`src/rtl/ucie_ctl_sb_rx_deser_if.sv`:
```
// ucie_ctl_sb_rx_deser_if: beat input and word output bundle of the sideband RX deserializer
//  pl_cfg/pl_cfg_vld              NC-bit config beat and its valid (driven by master)
//  received_data/count_done       last completed word and its one-cycle strobe
//  beat_cnt/busy/word_idx         partial-word progress and phase index of received_data
interface ucie_ctl_sb_rx_deser_if #(parameter int NC = 8);
  logic [NC-1:0] pl_cfg;
  logic          pl_cfg_vld;
  logic [31:0]   received_data;
  logic          count_done;
  logic [4:0]    beat_cnt;
  logic          busy;
  logic [1:0]    word_idx;
  modport master (output pl_cfg, pl_cfg_vld, input received_data, count_done, beat_cnt, busy, word_idx);
  modport slave (input pl_cfg, pl_cfg_vld, output received_data, count_done, beat_cnt, busy, word_idx);
endinterface

```
`src/rtl/ucie_ctl_sb_rx_deser.sv`:
```
// ucie_ctl_sb_rx_deser: packs NC-bit sideband config beats (LSB beat first) into 32-bit phase words
//  i_clk, i_rst   clock, synchronous active-high reset
//  bus (slave)    pl_cfg/pl_cfg_vld in; received_data, count_done, beat_cnt, busy, word_idx out
//  Optional macro UCIE_SB_RX_WORD_IDX_EN builds the per-message phase index; otherwise word_idx is 0.
module ucie_ctl_sb_rx_deser #(
  parameter int NC = 8
) (
  input logic                  i_clk,
  input logic                  i_rst,
  ucie_ctl_sb_rx_deser_if.slave bus
);
  localparam int BEATS = 32 / NC;
  typedef enum logic {IDLE, COLLECT} state_t;
  state_t      state, state_nx;
  logic [31:0] shreg, word;
  logic [4:0]  cnt, cnt_nx;
  logic        last, done_nx;
  // The incoming beat is merged into the shift register at its final bit position,
  // so word is the completed word whenever the current beat is the last one.
  // With BEATS==1 cnt stays 0, last is always true and IDLE completes directly.
  always_comb begin
    word = shreg;
    word[cnt*NC +: NC] = bus.pl_cfg;
    last = (cnt == 5'(BEATS - 1));
    done_nx = bus.pl_cfg_vld && last;
    cnt_nx = (bus.pl_cfg_vld && !last) ? cnt + 5'd1 : 5'd0;
    state_nx = (bus.pl_cfg_vld && !last) ? COLLECT : IDLE;
  end
  always_ff @(posedge i_clk) begin
    if (i_rst) begin
      state <= IDLE;
      cnt <= '0;
      shreg <= '0;
      bus.received_data <= '0;
      bus.count_done <= 1'b0;
    end else begin
      state <= state_nx;
      cnt <= cnt_nx;
      if (bus.pl_cfg_vld && !last) shreg <= word;
      if (done_nx) bus.received_data <= word;
      bus.count_done <= done_nx;
    end
  end
  assign bus.beat_cnt = cnt;
  assign bus.busy = (state == COLLECT);
`ifdef UCIE_SB_RX_WORD_IDX_EN
  // nxt is the index the next completed word will carry; a valid-low cycle in IDLE
  // marks a message boundary and restarts numbering from 0.
  logic [1:0] idx, nxt;
  always_ff @(posedge i_clk) begin
    if (i_rst) begin
      idx <= '0;
      nxt <= '0;
    end else if (done_nx) begin
      idx <= nxt;
      nxt <= nxt + 2'd1;
    end else if (!bus.pl_cfg_vld && state == IDLE) begin
      idx <= '0;
      nxt <= '0;
    end
  end
  assign bus.word_idx = idx;
`else
  assign bus.word_idx = 2'b00;
`endif
endmodule

```
`src/flat_wrapper.sv`:
```
// flat-port wrapper written by rule: the top's interface ports become plain ports
module ucie_ctl_sb_rx_deser_flat 
#(
  parameter int NC = 8
)
  (i_clk, i_rst, bus_pl_cfg, bus_pl_cfg_vld, bus_received_data, bus_count_done, bus_beat_cnt, bus_busy, bus_word_idx);
  ucie_ctl_sb_rx_deser_if #(.NC(NC)) bus_i ();
  input logic i_clk;
  input logic i_rst;
  input wire logic [$bits(bus_i.pl_cfg)-1:0] bus_pl_cfg;
  input wire logic [$bits(bus_i.pl_cfg_vld)-1:0] bus_pl_cfg_vld;
  output wire logic [$bits(bus_i.received_data)-1:0] bus_received_data;
  output wire logic [$bits(bus_i.count_done)-1:0] bus_count_done;
  output wire logic [$bits(bus_i.beat_cnt)-1:0] bus_beat_cnt;
  output wire logic [$bits(bus_i.busy)-1:0] bus_busy;
  output wire logic [$bits(bus_i.word_idx)-1:0] bus_word_idx;
  assign bus_i.pl_cfg = bus_pl_cfg;
  assign bus_i.pl_cfg_vld = bus_pl_cfg_vld;
  assign bus_received_data = bus_i.received_data;
  assign bus_count_done = bus_i.count_done;
  assign bus_beat_cnt = bus_i.beat_cnt;
  assign bus_busy = bus_i.busy;
  assign bus_word_idx = bus_i.word_idx;
  ucie_ctl_sb_rx_deser #(.NC(NC)) u_core (.i_clk(i_clk), .i_rst(i_rst), .bus(bus_i));
endmodule
```
`config.mk`:
```
export PLATFORM = sky130hd
export DESIGN_NAME = ucie_ctl_sb_rx_deser_flat
export DESIGN_NICKNAME = d
export VERILOG_FILES = /design/src/rtl/ucie_ctl_sb_rx_deser_if.sv /design/src/rtl/ucie_ctl_sb_rx_deser.sv /design/src/flat_wrapper.sv
export SDC_FILE = /design/constraint.sdc
export NUM_CORES = 1
export LEC_CHECK = 0
export BUFFER_PORTS_ARGS = -buffer_cell sky130_fd_sc_hd__buf_2
export CELL_PAD_IN_SITES_DETAIL_PLACEMENT = 1
export CELL_PAD_IN_SITES_GLOBAL_PLACEMENT = 2
export CORE_UTILIZATION = 37
export DETAILED_ROUTE_END_ITERATION = 12
export PLACE_DENSITY = 0.84
export SLEW_MARGIN = 20
export SYNTH_ARGS = -nofsm -noshare
export SYNTH_HDL_FRONTEND = slang
export SYNTH_SLANG_ARGS = --single-unit
```
`constraint.sdc`:
```
create_clock -name i_clk -period 7.6 [get_ports i_clk]
set_clock_uncertainty 0.15 [all_clocks]
set_input_delay 0.38 -clock i_clk [delete_from_list [all_inputs] [get_ports i_clk]]
set_output_delay 0.38 -clock i_clk [all_outputs]
set_load 0.01 [all_outputs]
```
# --- Word level (Yosys, flattened, before mapping) ---
# Index checks and enable logic that the tools add are counted.
classes:
  n_addsub: 2
  n_eq_ne: 1
  shifts: 2
  mux: 2
  bitwise_logic: 1
  n_reduce_logical: 4
ops:
  columns: ["cell", "n"]
  rows:
  - ["negator 8 -> 34 bit", 1]
  - ["variable shift 8 x 34 -> 32 bit (first input constant)", 1]
  - ["indexed part select 8 x 34 -> 32 bit", 1]
  - ["bitwise mux 32 bit", 1]
  - ["adder 5 x 1 -> 5 bit (second input constant)", 1]
  - ["equality test 5 x 2 -> 1 bit (second input constant)", 1]
  - ["logical AND 1 bit", 2]
  - ["OR reduction 2 bit", 1]
  - ["logical NOT 1 bit", 1]
  - ["two-way mux 1 bit", 1]
  - ["inverter 1 bit", 1]
word_totals:
  regBits: 71
  inputBits: 11
  out_inout_bits: 41

# --- Logic depth before layout (Yosys ltp) ---
depth:
  word_depth: 5
  depth_mapped: 11
  ltp_nobuf: 8

# --- Worst setup path before layout ---
# OpenSTA, ideal clock, no wires.
synth_timing:
  path_kind: "register -> register"
  startpoint: "reg u_core.cnt[0] (netlist: u_core.bus.beat_cnt[0])"
  endpoint: "reg u_core.shreg[23]"
  setup_time_ns: 0.132
  arrival_ns: 2.357
  required_time_ns: 7.318
  path_slack_ns: 4.960
  path_stages_with_launch: 11
  cell_sequence: "dfxtp_1 > buf_4 > inv_1 > ha_1 > nor3b_1 > ha_1 > nand2b_2 > or4_1 > buf_2 > o31ai_2 > a21oi_1"
synth_between:
  elab_chain_len: 3
  elab_cells_between_ends: 7
synth_rtl:
  columns: ["item", "line", "source"]
  rows:
  - ["start, declared", "ucie_ctl_sb_rx_deser.sv:16", "logic [4:0] cnt, cnt_nx;"]
  - ["start signal, assigned", "ucie_ctl_sb_rx_deser.sv:38", "cnt <= cnt_nx;"]
  - ["negator 8 -> 34 bit / equality test 5 x 2 -> 1 bit (equally long branches)", "ucie_ctl_sb_rx_deser.sv:23, ucie_ctl_sb_rx_deser.sv:24", null]
  - ["indexed part select 8 x 34 -> 32 bit, or another cell as far along", "ucie_ctl_sb_rx_deser.sv:23", "word[cnt*NC +: NC] = bus.pl_cfg;"]
  - ["bitwise mux 32 bit / logical AND 1 bit (equally long branches)", "ucie_ctl_sb_rx_deser.sv:23, ucie_ctl_sb_rx_deser.sv:39", null]
  - ["end signal, assigned", "ucie_ctl_sb_rx_deser.sv:39", "if (bus.pl_cfg_vld && !last) shreg <= word;"]
  - ["end, declared", "ucie_ctl_sb_rx_deser.sv:15", "logic [31:0] shreg, word;"]
# Parallel ways exist; a longest one is shown, timed or not.
# A chain may end at the register's enable or synchronous reset.

# --- Worst setup path after layout ---
layout_timing:
  startpoint: "reg u_core.cnt[0] (netlist: u_core.bus.beat_cnt[0])"
  endpoint: "reg u_core.bus.received_data[19]"
layout_between:
  elab_chain_len: 3
  elab_cells_between_ends: 6
layout_rtl:
  columns: ["item", "line", "source"]
  rows:
  - ["negator 8 -> 34 bit", "ucie_ctl_sb_rx_deser.sv:23", null]
  - ["indexed part select 8 x 34 -> 32 bit / variable shift 8 x 34 -> 32 bit (equally long branches)", "ucie_ctl_sb_rx_deser.sv:23", null]
  - ["bitwise mux 32 bit", "ucie_ctl_sb_rx_deser.sv:23", null]
  - ["end signal, assigned", "ucie_ctl_sb_rx_deser.sv:40", "if (done_nx) bus.received_data <= word;"]
  - ["end, declared", "ucie_ctl_sb_rx_deser_if.sv:14", "modport slave (input pl_cfg, pl_cfg_vld, output received_data, count_done, beat_cnt, busy, word_idx);"]
# Parallel ways exist; a longest one is shown, timed or not.

==> flow_summary_export.csv <==
group,metric,value,unit
global_routing,overflow,0,
power,p_leak,1.279,nW
floorplan,core,0.008678,mm2
synth,netlist.area_leader.share,43.16,%
run_status,status,"finished, final reports clean",
cts,numCtsBuffers,9,
sta,layout_setup_ws,4.498,ns
sta,relSlewSlack,51.56,%
place,dp_cells,487,
floorplan,initial_core_util,37.95,%
synth,yosys.area.top_type,"dfxtp_1",
routing,detail-route-antenna-nets,0,
sta,period_needed,3.102,ns
sta,setup_violations,0,
min_path,holdPathStages,2,
sta,rsz0062_at_grt,"false",
routing,met3_length,265,um
synth,syn-mean-instance-area,9.148,um2
critical_path,startpoint_type,"register",
cts,clk_pin_slew_worst_paths,0.07,ns
synth,ys_types,40,
routing,detail_route.first_pass.iterations,4,
critical_path,crit_buf_inv,1,
routing,wl_per_cell,16.96,um
routing,m1WireLength,4162,um
critical_path,cpPeakStageDelay,0.70,ns
global_routing,grt_pass1_wl,13810,um
sta,whs,0.1846,ns
global_routing,grt_start_max_net_pins,80,
floorplan,die_area,0.009281,mm2
min_path,min_path_type,"in -> reg",
routing,drc,0,
critical_path,reg2reg_setup_slack,4.50,ns
routing,routed.top_layer,"met4",
finish,fin_nets,404,
critical_path,worstPathMaxFanout,10,
critical_path,path_common_cell,"ha_1",
floorplan,die_w,96.34,um
cts,cts.repair.resized,0,
finish,final_cells,503,
synth,syn_area,0.003293,mm2
critical_path,reg2reg_from,"u_core.bus.beat_cnt[0]",
critical_path,required,7.64,ns
global_routing,grt_pass1_vias,2670,
critical_path,worstSetupPathType,"reg -> reg",
routing,wirelength,8531,um
power,power.total,722.7,uW
floorplan,rows,34,
sta,tightest_slew,0.7212,ns
critical_path,slowest_stage,"or4_1",
routing,wl_met2,3949,um
routing,viasPerCell,5.344,
sta,fmax,0.3224,GHz
sta,finalHoldViolations,0,
synth,ys_top_cells_by_area,"dfxtp_1 43%, a311oi_1 8.5%, mux2i_1 7.0%",
finish,area_growth_syn_to_layout,12.27,%
finish,drive_gt1_share,20.76,%
sta,fin_setup_tns,0,ns
cts,htreeDepth,3,
critical_path,r2r_end,"u_core.bus.received_data[19]",
cts,cts_buffer_depth,2,
routing,vias,2688,
place,pre_cts_ws,4.508,ns
place,io_buffers,49,
routing,drt_iter0_markers,99,
min_path,min_from,"bus_pl_cfg_vld",
global_routing,track_usage,20.09,%
place,gp_congestion,0.7523,
global_routing,antenna_found_initial,0,
critical_path,crit_path_end_kind,"register",
sta,fin_crit_sh,40.81,%
critical_path,crit_chain,"inv_1 -> ha_1 -> nor3b_1 -> ha_1 -> nand2b_2 -> or4_1 -> o21ai_0 -> a311oi_1",
cts,clock-sinks,71,
cts,postCtsSetupBuffers,0,
cts,ctsHoldBuffers,0,
flow_run,cap_violations,0,
power,powerDensity,195.5,mW/mm2
finish,insertedDiodeCount,0,
critical_path,worst_r2r_path_depth,8,
critical_path,critical_path_arrival,3.14,ns
synth,ys_warn_count,0,
synth,ys_seq_area_share,43.16,%
synth,syn_inst,360,
place,dp_hpwl,5553,um
sta,slew_violations,0,
min_path,hold_end,"u_core.bus.beat_cnt[4]",
cts,cts_tree,"yes",
cts,clk_latency,0.34,ns
floorplan,io_pins,52,
power,vdd.ir_drop.worst,0.07055,mV
synth,synth-seq-cells,71,
floorplan,die_h,96.34,um
critical_path,crit_family,"simple AND/OR/NAND/NOR gates",
cts,cts_root_buf,"clkbuf_8",
## flip-flops by register name, summed over array words and instances (netlist names)
register                  flops
u_core.shreg                 32
u_core.bus.beat_cnt           5
u_core.bus.received_data     32
u_core.bus.busy               1
u_core.bus.count_done         1
## Yosys cell counts
library cell   n
dfxtp_1       71
nand3_1       35
nor2_1        34
a311oi_1      32
nand2_1       32
nand2b_1      25
mux2i_1       23
o21ai_0       16
clkbuf_1      12
buf_2         11
a21oi_1        9
buf_4          8
nand3b_1       8
nor3_1         6
ha_1           3
inv_1          3
nor4_4         3
or4_1          3
and3_2         2
nor2b_1        2
nor3b_1        2
xnor2_1        2
and2_1         1
and3_1         1
and4bb_2       1
buf_6          1
clkbuf_2       1
conb_1         1
inv_2          1
nand2b_2       1
nand3_4        1
nand4_1        1
nor3_4         1
nor4b_1        1
nor4b_4        1
o31ai_2        1
xnor2_2        1
xor2_1         1
xor2_2         1
xor2_4         1
## per-layer routing
| metal | GRT usage, % | vias to the layer above |
|---|---|---|
| met5 | 0 | - |
| met3 | 3.791 | 11 |
| met2 | 31.03 | 52 |
| met4 | 8.333 | 0 |
| met1 | 27.38 | 1290 |
| li1 | - | 1335 |
## worst max path at each step
stage / slack, ns / from / cells after the start / end
2_1_floorplan: 4.96 / u_core.bus.beat_cnt[0] / 10 / u_core.shreg[23]
3_3_place_gp: 4.63 / u_core.bus.beat_cnt[0] / 8 / u_core.shreg[20]
3_5_place_dp: 4.51 / u_core.bus.beat_cnt[0] / 8 / u_core.bus.received_data[19]
4_1_cts: 4.46 / u_core.bus.beat_cnt[0] / 8 / u_core.bus.received_data[19]
5_1_grt: 4.20 / u_core.bus.beat_cnt[0] / 8 / u_core.shreg[1]
6_report: 4.50 / u_core.bus.beat_cnt[0] / 8 / u_core.bus.received_data[19]
## layout make-up
class	count	area, um2
inverter	4	15.01
timing repair buffer	51	260.3
sequential	71	1421
multi-input combinational	253	1689
clock buffer	13	158.9
tap	108	135.1
fill	1056	4981
clock inverter	3	17.52
## where the power goes
part	leakage (nW)	switching, mW	internal (mW)
Combinational	0.617	0.0454	0.0184
Clock	0.0894	0.144	0.136
Sequential	0.573	0.00327	0.376
Total	1.28	0.193	0.530
## layout by cell type (no fill, tap or decap), drive strengths merged, types with 4 or more instances in the layout
| master | synthesis | routed |
|---|---|---|
| dfxtp | 71 | 71 |
| buf | 20 | 51 |
| nand3 | 36 | 36 |
| nor2 | 34 | 34 |
| nand2 | 32 | 32 |
| a311oi | 32 | 32 |
| nand2b | 26 | 26 |
| mux2i | 23 | 23 |
| o21ai | 16 | 16 |
| clkbuf | 13 | 13 |
| a21oi | 9 | 9 |
| nand3b | 8 | 8 |
| nor3 | 7 | 7 |
| inv | 4 | 4 |
## worst register-to-register path, stage by stage, from the launching register on
cell	delay (ns)
dfxtp_1	0.59
inv_1	0.10
ha_1	0.29
nor3b_1	0.19
ha_1	0.37
nand2b_2	0.16
or4_1	0.70
o21ai_0	0.29
a311oi_1	0.12
## cell families (layout without fill, tap and decap cells)
family,Yosys count,after routing,synth area share (%)
AO/OA/AOI/OAI,58,58,12.69
XOR/XNOR,6,6,2.622
adder cells (fa/ha/maj),3,3,1.140
buffers and inverters,37,71,5.813
flip-flops,71,71,43.16
multiplexers,23,23,6.991
other,1,2,0.1139
AND/OR/NAND/NOR,161,161,27.47
## metrics by stage
step                instance area, um2  util, %
CTS                               3694    42.56
global route                      3697    42.60
floorplan                         3297        -
global placement                  3517    40.53
detailed placement                3517    40.53
finish                            3697    42.60
Note: power is estimated with default switching activity, not from simulation.
